<file path="src/rtl/manual_drive_pkg.sv">
// Shared encodings for the manual-transmission driving controller:
// engine state values and travel-direction values.
package manual_drive_pkg;

    typedef enum logic [1:0] {
        ST_OFF   = 2'd0,
        ST_IDLE  = 2'd1,
        ST_START = 2'd2,
        ST_MOVE  = 2'd3
    } drive_state_t;

    localparam logic DIR_FWD = 1'b0;
    localparam logic DIR_REV = 1'b1;

endpackage

</file>
<file path="src/rtl/drive_tick_gen.sv">
// Free-running divider: counts 0..DIV-1 and pulses tick for one cycle
// while the counter sits at its last value (i.e. on the wrap edge).
module drive_tick_gen #(
    parameter int DIV = 100000
) (
    input  logic clk,
    input  logic rst,
    output logic tick
);

    localparam int CNT_W = (DIV > 1) ? $clog2(DIV) : 1;
    localparam logic [CNT_W-1:0] LAST = CNT_W'(DIV - 1);

    logic [CNT_W-1:0] cnt_q;

    always_ff @(posedge clk) begin
        if (rst) begin
            cnt_q <= '0;
        end else if (cnt_q == LAST) begin
            cnt_q <= '0;
        end else begin
            cnt_q <= cnt_q + 1'b1;
        end
    end

    assign tick = (cnt_q == LAST);

endmodule

</file>
<file path="src/rtl/manual_drive_ctrl.sv">
// Manual-transmission driving controller: engine FSM, saturating speed,
// direction latch and stall pulse. Define MANUAL_TURN_SIGNAL_EN to add blinker outputs.
module manual_drive_ctrl
    import manual_drive_pkg::*;
#(
    parameter int SPEED_W    = 8,
    parameter int SPEED_MAX  = 200,
    parameter int ACCEL_STEP = 1,
    parameter int DECEL_STEP = 2,
    parameter int TICK_DIV   = 100000
) (
    input  logic               clk,
    input  logic               rst,
    input  logic               en,
    input  logic               power_on,
    input  logic               power_off,
    input  logic               throttle,
    input  logic               clutch,
    input  logic               brake,
    input  logic               reverse,
    input  logic               left,
    input  logic               right,
    output logic [1:0]         state_o,
    output logic [SPEED_W-1:0] speed,
    output logic               move_forward,
    output logic               move_backward,
    output logic               turn_left,
    output logic               turn_right,
`ifdef MANUAL_TURN_SIGNAL_EN
    output logic               signal_left,
    output logic               signal_right,
`endif
    output logic               stall
);

    localparam logic [SPEED_W:0] MAX_EXT  = (SPEED_W+1)'(SPEED_MAX);
    localparam logic [SPEED_W:0] ACC_EXT  = (SPEED_W+1)'(ACCEL_STEP);
    localparam logic [SPEED_W:0] DEC_EXT  = (SPEED_W+1)'(DECEL_STEP);
    localparam logic [SPEED_W:0] DEC2_EXT = (SPEED_W+1)'(2 * DECEL_STEP);

    drive_state_t       state_q, state_d;
    logic [SPEED_W-1:0] speed_q, speed_d;
    logic               dir_q;
    logic               stall_q, stall_d;
    logic               clear_speed;
    logic               tick;

    // The extra top bit keeps overflow above SPEED_MAX and underflow below 0 visible.
    function automatic logic [SPEED_W-1:0] sat_add(input logic [SPEED_W-1:0] s);
        logic [SPEED_W:0] sum;
        sum = {1'b0, s} + ACC_EXT;
        return (sum > MAX_EXT) ? MAX_EXT[SPEED_W-1:0] : sum[SPEED_W-1:0];
    endfunction

    function automatic logic [SPEED_W-1:0] sat_sub(input logic [SPEED_W-1:0] s,
                                                   input logic [SPEED_W:0]   step);
        logic [SPEED_W:0] diff;
        diff = {1'b0, s} - step;
        return ({1'b0, s} < step) ? '0 : diff[SPEED_W-1:0];
    endfunction

    drive_tick_gen #(.DIV(TICK_DIV)) u_tick (
        .clk  (clk),
        .rst  (rst),
        .tick (tick)
    );

    always_comb begin
        state_d     = state_q;
        stall_d     = 1'b0;
        clear_speed = 1'b0;
        if (en) begin
            if (power_off) begin
                state_d     = ST_OFF;
                clear_speed = 1'b1;
            end else begin
                case (state_q)
                    ST_OFF: begin
                        if (power_on) state_d = ST_IDLE;
                    end
                    ST_IDLE: begin
                        // Brake holds the engine idle and masks both the stall and the start.
                        if (brake) begin
                            state_d = ST_IDLE;
                        end else if (throttle && !clutch) begin
                            state_d     = ST_OFF;
                            stall_d     = 1'b1;
                            clear_speed = 1'b1;
                        end else if (throttle && clutch) begin
                            state_d = ST_START;
                        end
                    end
                    ST_START: begin
                        if (brake) begin
                            state_d = ST_IDLE;
                        end else if (throttle && !clutch) begin
                            state_d = ST_MOVE;
                        end
                    end
                    ST_MOVE: begin
                        if (brake) begin
                            state_d = ST_IDLE;
                        end else if ((reverse != dir_q) && !clutch) begin
                            state_d     = ST_OFF;
                            stall_d     = 1'b1;
                            clear_speed = 1'b1;
                        end else if (clutch || !throttle) begin
                            state_d = ST_START;
                        end
                    end
                    default: state_d = ST_OFF;
                endcase
            end
        end
    end

    always_comb begin
        speed_d = speed_q;
        if (en) begin
            if (clear_speed || (state_q == ST_OFF)) begin
                speed_d = '0;
            end else if (tick) begin
                case (state_q)
                    ST_MOVE:           speed_d = sat_add(speed_q);
                    ST_IDLE, ST_START: speed_d = sat_sub(speed_q, brake ? DEC2_EXT : DEC_EXT);
                    default:           speed_d = '0;
                endcase
            end
        end
    end

    always_ff @(posedge clk) begin
        if (rst) begin
            state_q <= ST_OFF;
            speed_q <= '0;
            dir_q   <= DIR_FWD;
            stall_q <= 1'b0;
        end else begin
            state_q <= state_d;
            speed_q <= speed_d;
            stall_q <= stall_d;
            // Direction only follows the lever while the car is standing still.
            if (en && (speed_q == '0)) dir_q <= reverse;
        end
    end

    assign state_o       = state_q;
    assign speed         = speed_q;
    assign stall         = stall_q;
    assign move_forward  = en && (speed_q != '0) && (dir_q == DIR_FWD);
    assign move_backward = en && (speed_q != '0) && (dir_q == DIR_REV);
    assign turn_left     = en && left && !right && (state_q != ST_OFF);
    assign turn_right    = en && right && !left && (state_q != ST_OFF);

`ifdef MANUAL_TURN_SIGNAL_EN
    logic [2:0] blink_cnt_q;
    logic       sig_l_q, sig_r_q;

    always_ff @(posedge clk) begin
        if (rst) begin
            blink_cnt_q <= '0;
            sig_l_q     <= 1'b0;
            sig_r_q     <= 1'b0;
        end else begin
            if (tick) blink_cnt_q <= blink_cnt_q + 3'd1;
            if (!turn_left) sig_l_q <= 1'b0;
            else if (tick && (blink_cnt_q == 3'd7)) sig_l_q <= !sig_l_q;
            if (!turn_right) sig_r_q <= 1'b0;
            else if (tick && (blink_cnt_q == 3'd7)) sig_r_q <= !sig_r_q;
        end
    end

    assign signal_left  = sig_l_q;
    assign signal_right = sig_r_q;
`endif

endmodule

</file>
<file path="config.mk">
export PLATFORM = sky130hd
export DESIGN_NAME = manual_drive_ctrl
export DESIGN_NICKNAME = d
export VERILOG_FILES = /design/src/rtl/manual_drive_pkg.sv /design/src/rtl/drive_tick_gen.sv /design/src/rtl/manual_drive_ctrl.sv
export SDC_FILE = /design/constraint.sdc
export NUM_CORES = 1
export LEC_CHECK = 0
export ABC_CLOCK_PERIOD_IN_PS = 3100
export CAP_MARGIN = 20
export CORE_ASPECT_RATIO = 2
export CORE_MARGIN = 2
export CORE_UTILIZATION = 45
export CTS_CLUSTER_DIAMETER = 150
export DETAILED_ROUTE_END_ITERATION = 12
export GPL_TIMING_DRIVEN = 0
export PLACE_DENSITY_LB_ADDON = 0.15
export SYNTH_ARGS = -nofsm -noshare
export SYNTH_HDL_FRONTEND = slang
export SYNTH_SLANG_ARGS = --single-unit
</file>
<file path="constraint.sdc">
create_clock -name clk -period 3.1 [get_ports clk]
set_input_delay 0.31 -clock clk [delete_from_list [all_inputs] [get_ports clk]]
set_output_delay 0.31 -clock clk [all_outputs]
set_load 0.01 [all_outputs]
</file>
==> results.json, run 1 <==
{
  "clockRootBuffer": "clkbuf_8",
  "cap_viol_max_count": 0,
  "routed_wl_um": 5190,
  "grt_setup_unrepaired": "no",
  "synth_top_cell_area_share": 0.292,
  "areaGrowthSynthToFinish_pct": 20.2,
  "fin_nets": 302,
  "post-route-min-period_ns": 2.86,
  "max_slew.worst_pin.slew_ns": 0.884,
  "relSlewSlack": 0.405,
  "dieHeight_um": 98.1,
  "dr.pass1.iters": 4,
  "timing.hold.ws_ns": 0.388,
  "drive_gt1_frac": 0.0747,
  "boundaryPins": 26,
  "yosys.area.top_type": "dfxtp_1",
  "die_x_um": 51.0,
  "finalSetupViolations": 0,
  "hold_violations": 0,
  "synth_most_common_cell": "nor2_1",
  "crit_path_start_kind": "flip-flop",
  "h-tree-depth": 2,
  "grt_pass1_vias": 1938,
  "synth_nets": 270,
  "crit_family": "simple AND/OR/NAND/NOR gates",
  "synth_area_leaders": "dfxtp_1 (29%), ha_1 (6.3%), nor2_1 (6.2%)",
  "ir_worst_vdd_v": 0.000295,
  "antenna_found_initial": 0,
  "antenna_cells": 0,
  "seq_area_frac_synth": 0.292,
  "postRouteAntennaNets": 0,
  "finalClockSkew_ns": 0.00659,
  "cts_tree": "done",
  "clk_latency_ns": 0.28,
  "ys_warn_count": 0,
  "cp_num_buf_inv": 1,
  "placement.io_buffers": 24,
  "path_class": "flip-flop to output pin",
  "cts_setup_buffers": 0,
  "cp-end-kind": "output pin",
  "avgSynthCellArea_sq_um": 8.03,
  "yosys_register_bits": 29,
  "start_util": 0.463,
  "place.gp.congestion": 0.812,
  "cp_slowest_stage_delay_ns": 0.60,
  "critical_path_arrival_ns": 2.55,
  "drt_iter0_drc": 50,
  "total_power_w": 0.000766,
  "post-route-period-util": 0.921,
  "numCtsBuffers": 5,
  "wl_per_cell_um": 15.5,
  "drv_slew": 0,
  "grt_max_degree": 11,
  "grtUsageTotal": 0.224,
  "grt-ovfl-total": 0,
  "hold_path.class": "input port to flip-flop",
  "coreArea_sq_um": 4300,
  "fin_tns_setup_ns": 0,
  "grt_pass1_wl_um": 8630,
  "cpMaxStageDelayCell": "or4b_1",
  "async_flop_share": 0,
  "crit_required_ns": 2.79,
  "leakage_nw": 0.899,
  "clk_path_buf_depth": 2,
  "vias_per_cell": 5.89,
  "status": "finished clean",
  "die_area_sq_um": 5000,
  "yosys.cell_types.count": 56,
  "hpwlAfterDp_um": 3940,
  "num_vias": 1973,
  "p_per_area_nw_per_um2": 320,
  "ys.flop_type": "dfxtp_1",
  "cp_max_fo": 7,
  "yosys-top-cells-count": "nor2_1 (33), dfxtp_1 (29), nand2_1 (20)",
  "syn_area_sq_um": 1990,
  "path_cells": "or4_4, or4b_1, and3_1, clkdlybuf4s50_1",
  "clkSlewWorstSetupHoldPaths_ns": 0.06,
  "fp-row-count": 34,
  "post-route-drc-count": 0,
  "netlist_instances": 248,
  "fmax_ghz": 0.350,
  "utilization": 0.557,
  "clock_sinks": 29,
  "synth_edf_count": 0
}
==> sequential cells by signal, indices dropped and copies added, names as in the netlist <==
| register | flops |
|---|---|
| speed | 8 |
| u_tick.cnt_q | 17 |
| dir_q | 1 |
| stall | 1 |
| state_o | 2 |
==> kinds of logic (layout without fill, tap and decap cells) <==
group / Yosys count / in the layout / synth area share
and+or+nand+nor: 113 / 113 / 0.293
AOI/OAI and AO/OA: 49 / 49 / 0.189
DFF: 29 / 29 / 0.292
buffers and inverters: 23 / 56 / 0.0509
xor gates and xnor gates: 21 / 21 / 0.0924
adders and majority gates: 11 / 11 / 0.0729
muxes: 2 / 2 / 0.0101
==> final timing paths <==
kind | start | to | slack, ns | depth (start not counted)
max | speed[3] | move_backward | 0.24 | 4
min | rst | state_o[1] | 0.39 | 2
max reg2reg | speed[0] | speed[0] | 0.53 | 8
min reg2reg | u_tick.cnt_q[0] | u_tick.cnt_q[0] | 0.45 | 1
==> cells in the final DEF, fill, tap and decap left out, types with 4 or more instances in the layout <==
| cell type | n |
|---|---|
| xnor2_1 | 8 |
| clkdlybuf4s50_1 | 24 |
| clkbuf_8 | 5 |
| dfxtp_1 | 29 |
| o211ai_1 | 4 |
| nor3_1 | 13 |
| clkbuf_1 | 7 |
| ha_1 | 10 |
| xor2_1 | 13 |
| a31oi_1 | 5 |
| o21ai_0 | 6 |
| nand2_1 | 20 |
| o31ai_1 | 5 |
| and3_1 | 5 |
| inv_1 | 11 |
| nor4_1 | 4 |
| a32oi_1 | 5 |
| nand3_1 | 12 |
| nor2_1 | 33 |
==> metal layers <==
metal,global-route usage,up-vias,share of wire
met5,0,-,0
met4,0.133,0,0.040
met3,0.0321,20,0.029
met2,0.417,47,0.56
met1,0.222,941,0.38
li1,-,965,-
==> per-stage QoR <==
| step | instance area [sq um] | cells | setup slack, ns |
|---|---|---|---|
| after floorplan | 1990 | 248 | 0.942 |
| after global placement | 2300 | 326 | 0.384 |
| after detailed placement | 2300 | 326 | 0.310 |
| after CTS | 2380 | 334 | 0.241 |
| after global routing | 2390 | 335 | 0.171 |
| final | 2390 | 335 | 0.244 |
==> area by class of cell <==
cell class | count | area, sq um
plain buffers | 12 | 60.1
clock buffers | 6 | 72.6
clock inverters | 2 | 10.0
fillers | 432 | 1900
inverters | 11 | 41.3
multi-input cells | 196 | 1320
flip-flops and latches | 29 | 581
well taps | 54 | 67.6
repair buffers | 25 | 245
==> power breakdown <==
part / total, W / leakage (nW) / switching, W / internal (W)
clock network: 0.000301 / 0.0450 / 0.000146 / 0.000155
registers: 0.000383 / 0.235 / 0.00000496 / 0.000378
logic: 0.0000818 / 0.620 / 0.0000458 / 0.0000360
==> worst reg2reg max path, stage by stage (launching register included) <==
cell and delay [ns]:
dfxtp_1 0.53, ha_1 0.26, clkbuf_1 0.39, nand3_1 0.22, nor2_1 0.17, a32oi_1 0.08
o311ai_2 0.50, nand3_1 0.14, o31ai_1 0.20
==> what timing repair did <==
item                                    in CTS  in global routing
hold buffers                                 0                  0
endpoints found under the setup margin       0                  1
endpoints found under the hold margin        0                  0
gates resized for setup                      0                  1
(Power assumes the default switching activity.)
==> run 2: changes to the inputs <==
--- a/config.mk
+++ b/config.mk
@@ -5,8 +5,7 @@
 export SDC_FILE = /design/constraint.sdc
 export NUM_CORES = 1
 export LEC_CHECK = 0
-export ABC_CLOCK_PERIOD_IN_PS = 3100
-export CAP_MARGIN = 20
+export ABC_CLOCK_PERIOD_IN_PS = 3300
 export CORE_ASPECT_RATIO = 2
 export CORE_MARGIN = 2
 export CORE_UTILIZATION = 45
==> constraint.sdc (replaced) <==
create_clock -name clk -period 3.3 [get_ports clk]
set_input_delay 0.33 -clock clk [delete_from_list [all_inputs] [get_ports clk]]
set_output_delay 0.33 -clock clk [all_outputs]
set_load 0.01 [all_outputs]
==> results.json, run 2 (synthesis gave the netlist of run 1 again) <==
{
  "status": "finished clean",
  "areaGrowthSynthToFinish_pct": 19.6,
  "post-route-period-util": 0.878,
  "hpwlAfterDp_um": 3940,
  "hold_path.class": "input port to flip-flop",
  "drive_gt1_frac": 0.0679,
  "reg2reg_depth": 8,
  "clkSlewWorstSetupHoldPaths_ns": 0.06,
  "dr.pass1.iters": 4,
  "leakage_nw": 0.895,
  "finalSetupViolations": 0,
  "clockRootBuffer": "clkbuf_8",
  "p_per_area_nw_per_um2": 301,
  "placement.io_buffers": 24,
  "grt_max_degree": 11,
  "r2r_setup_slack_ns": 0.40,
  "swShare": 0.256,
  "fmax_ghz": 0.345,
  "crit_start": "speed[1]",
  "hold_depth": 2,
  "largest_reg_flops": 17,
  "cts_setup_buffers": 0,
  "finalClockSkew_ns": 0.00546,
  "grt_pass1_vias": 1938,
  "crit_path_start_kind": "flip-flop",
  "hold_violations": 0,
  "clock_sinks": 29,
  "boundaryPins": 26,
  "postRouteAntennaNets": 0,
  "wl_per_cell_um": 15.5,
  "grt_setup_unrepaired": "no",
  "total_power_w": 0.000717,
  "fp-row-count": 34,
  "grtUsageTotal": 0.224,
  "critical_path_arrival_ns": 3.10,
  "cap_viol_max_count": 0,
  "final_cell_mix": "nor2_1 (33), dfxtp_1 (29), clkdlybuf4s50_1 (24)",
  "antenna_found_initial": 0,
  "final_common_cell": "nor2_1",
  "internal_power_w": 0.000534,
  "cp_max_fo": 10,
  "fin_nets": 301,
  "num_vias": 1964,
  "antenna_cells": 0,
  "place.gp.congestion": 0.812,
  "cp-end-kind": "flip-flop",
  "r2r_end": "speed[0]",
  "h-tree-depth": 2,
  "path_class": "flip-flop to flip-flop",
  "power_switching_w": 0.000183,
  "fin_tns_setup_ns": 0,
  "grt_pass1_wl_um": 8630,
  "pwr-share-comb": 0.106,
  "r2r-start": "speed[1]",
  "ir_worst_vdd_v": 0.000277,
  "holdBufCountCts": 0,
  "die_area_sq_um": 5000,
  "clk_path_buf_depth": 2,
  "whs_endpoint": "state_o[1]",
  "routed_wl_um": 5160,
  "cts_tree": "done",
  "dieHeight_um": 98.1,
  "crit_required_ns": 3.50,
  "numCtsBuffers": 5,
  "largest_register": "u_tick.cnt_q",
  "start_util": 0.463,
  "grt-ovfl-total": 0,
  "post-route-drc-count": 0,
  "clkPwrFrac": 0.393,
  "power_frac_seq": 0.502,
  "vias_per_cell": 5.88,
  "holdCritStartpoint": "rst",
  "drv_slew": 0,
  "die_x_um": 51.0,
  "relSlewSlack": 0.182,
  "max_slew.worst_pin.slew_ns": 1.22,
  "drt_iter0_drc": 58,
  "post-route-min-period_ns": 2.90,
  "cts_resized": 0,
  "clk_latency_ns": 0.28,
  "coreArea_sq_um": 4300
}
run 2: cell count changes in the layout (fill, tap and decap cells not counted):
cell	delta
o311ai_1	+1
clkbuf_2	-1
o311ai_2	-1
run 2: power groups by stage:
stage	sequential, W	combinational [W]	clock, W
floorplan	0.000367	0.0000454	0
global placement	0.000367	0.0000746	0
global route	0.000361	0.0000840	0.000304
finish	0.000360	0.0000758	0.000282
CTS	0.000360	0.0000758	0.000292
detailed placement	0.000368	0.0000753	0
run 2: routing by layer:
layer | wire length (um) | track usage | vias to the layer above
met5 | 0 | 0 | -
met4 | 200 | 0.133 | 0
met3 | 159 | 0.0321 | 17
met2 | 2870 | 0.417 | 50
met1 | 1940 | 0.222 | 937
li1 | - | - | 960
run 2: worst max-delay path, cell delays in order, from the launching register on:
cell and delay [ns]:
dfxtp_1 0.51, ha_1 0.26, clkbuf_1 0.40, nand3_1 0.22
nor2_1 0.18, a32oi_1 0.09, o311ai_1 0.79, nand3_1 0.15
o31ai_1 0.21
run 2: stage by stage:
stage	util	cells	instance area, sq um	hold WS [ns]	worst slack (ns)
6_report	0.554	334	2380	0.407	0.402
5_1_grt	0.554	334	2380	0.447	0.185
4_1_cts	0.554	334	2380	0.423	0.421
3_5_place_dp	0.535	326	2300	0.440	0.510
3_3_place_gp	0.535	326	2300	0.426	0.584
2_1_floorplan	-	248	1990	0.406	1.14
run 2: area by class of cell:
class	count	area, sq um
fillers	429	1920
multi-input cells	196	1310
flip-flops and latches	29	581
repair buffers	24	240
clock buffers	6	72.6
well taps	54	67.6
plain buffers	12	60.1
inverters	11	41.3
clock inverters	2	10.0
run 2: worst max-delay path by stage:
stage	endpoint	slack, ns	cells past startpoint
3_5_place_dp	speed[1]	0.51	8
4_1_cts	move_backward	0.42	4
2_1_floorplan	speed[0]	1.14	8
3_3_place_gp	speed[0]	0.58	8
5_1_grt	speed[0]	0.18	8
6_report	speed[0]	0.40	8
==> run 3: changes to the inputs <==
--- a/config.mk
+++ b/config.mk
@@ -12,6 +12,7 @@
 export CTS_CLUSTER_DIAMETER = 150
 export DETAILED_ROUTE_END_ITERATION = 12
 export GPL_TIMING_DRIVEN = 0
+export HOLD_SLACK_MARGIN = 0.15
 export PLACE_DENSITY_LB_ADDON = 0.15
 export SYNTH_ARGS = -nofsm -noshare
 export SYNTH_HDL_FRONTEND = slang
==> results of run 3 <==
No change in the layout: final DEF, timing and power equal those of run 2.
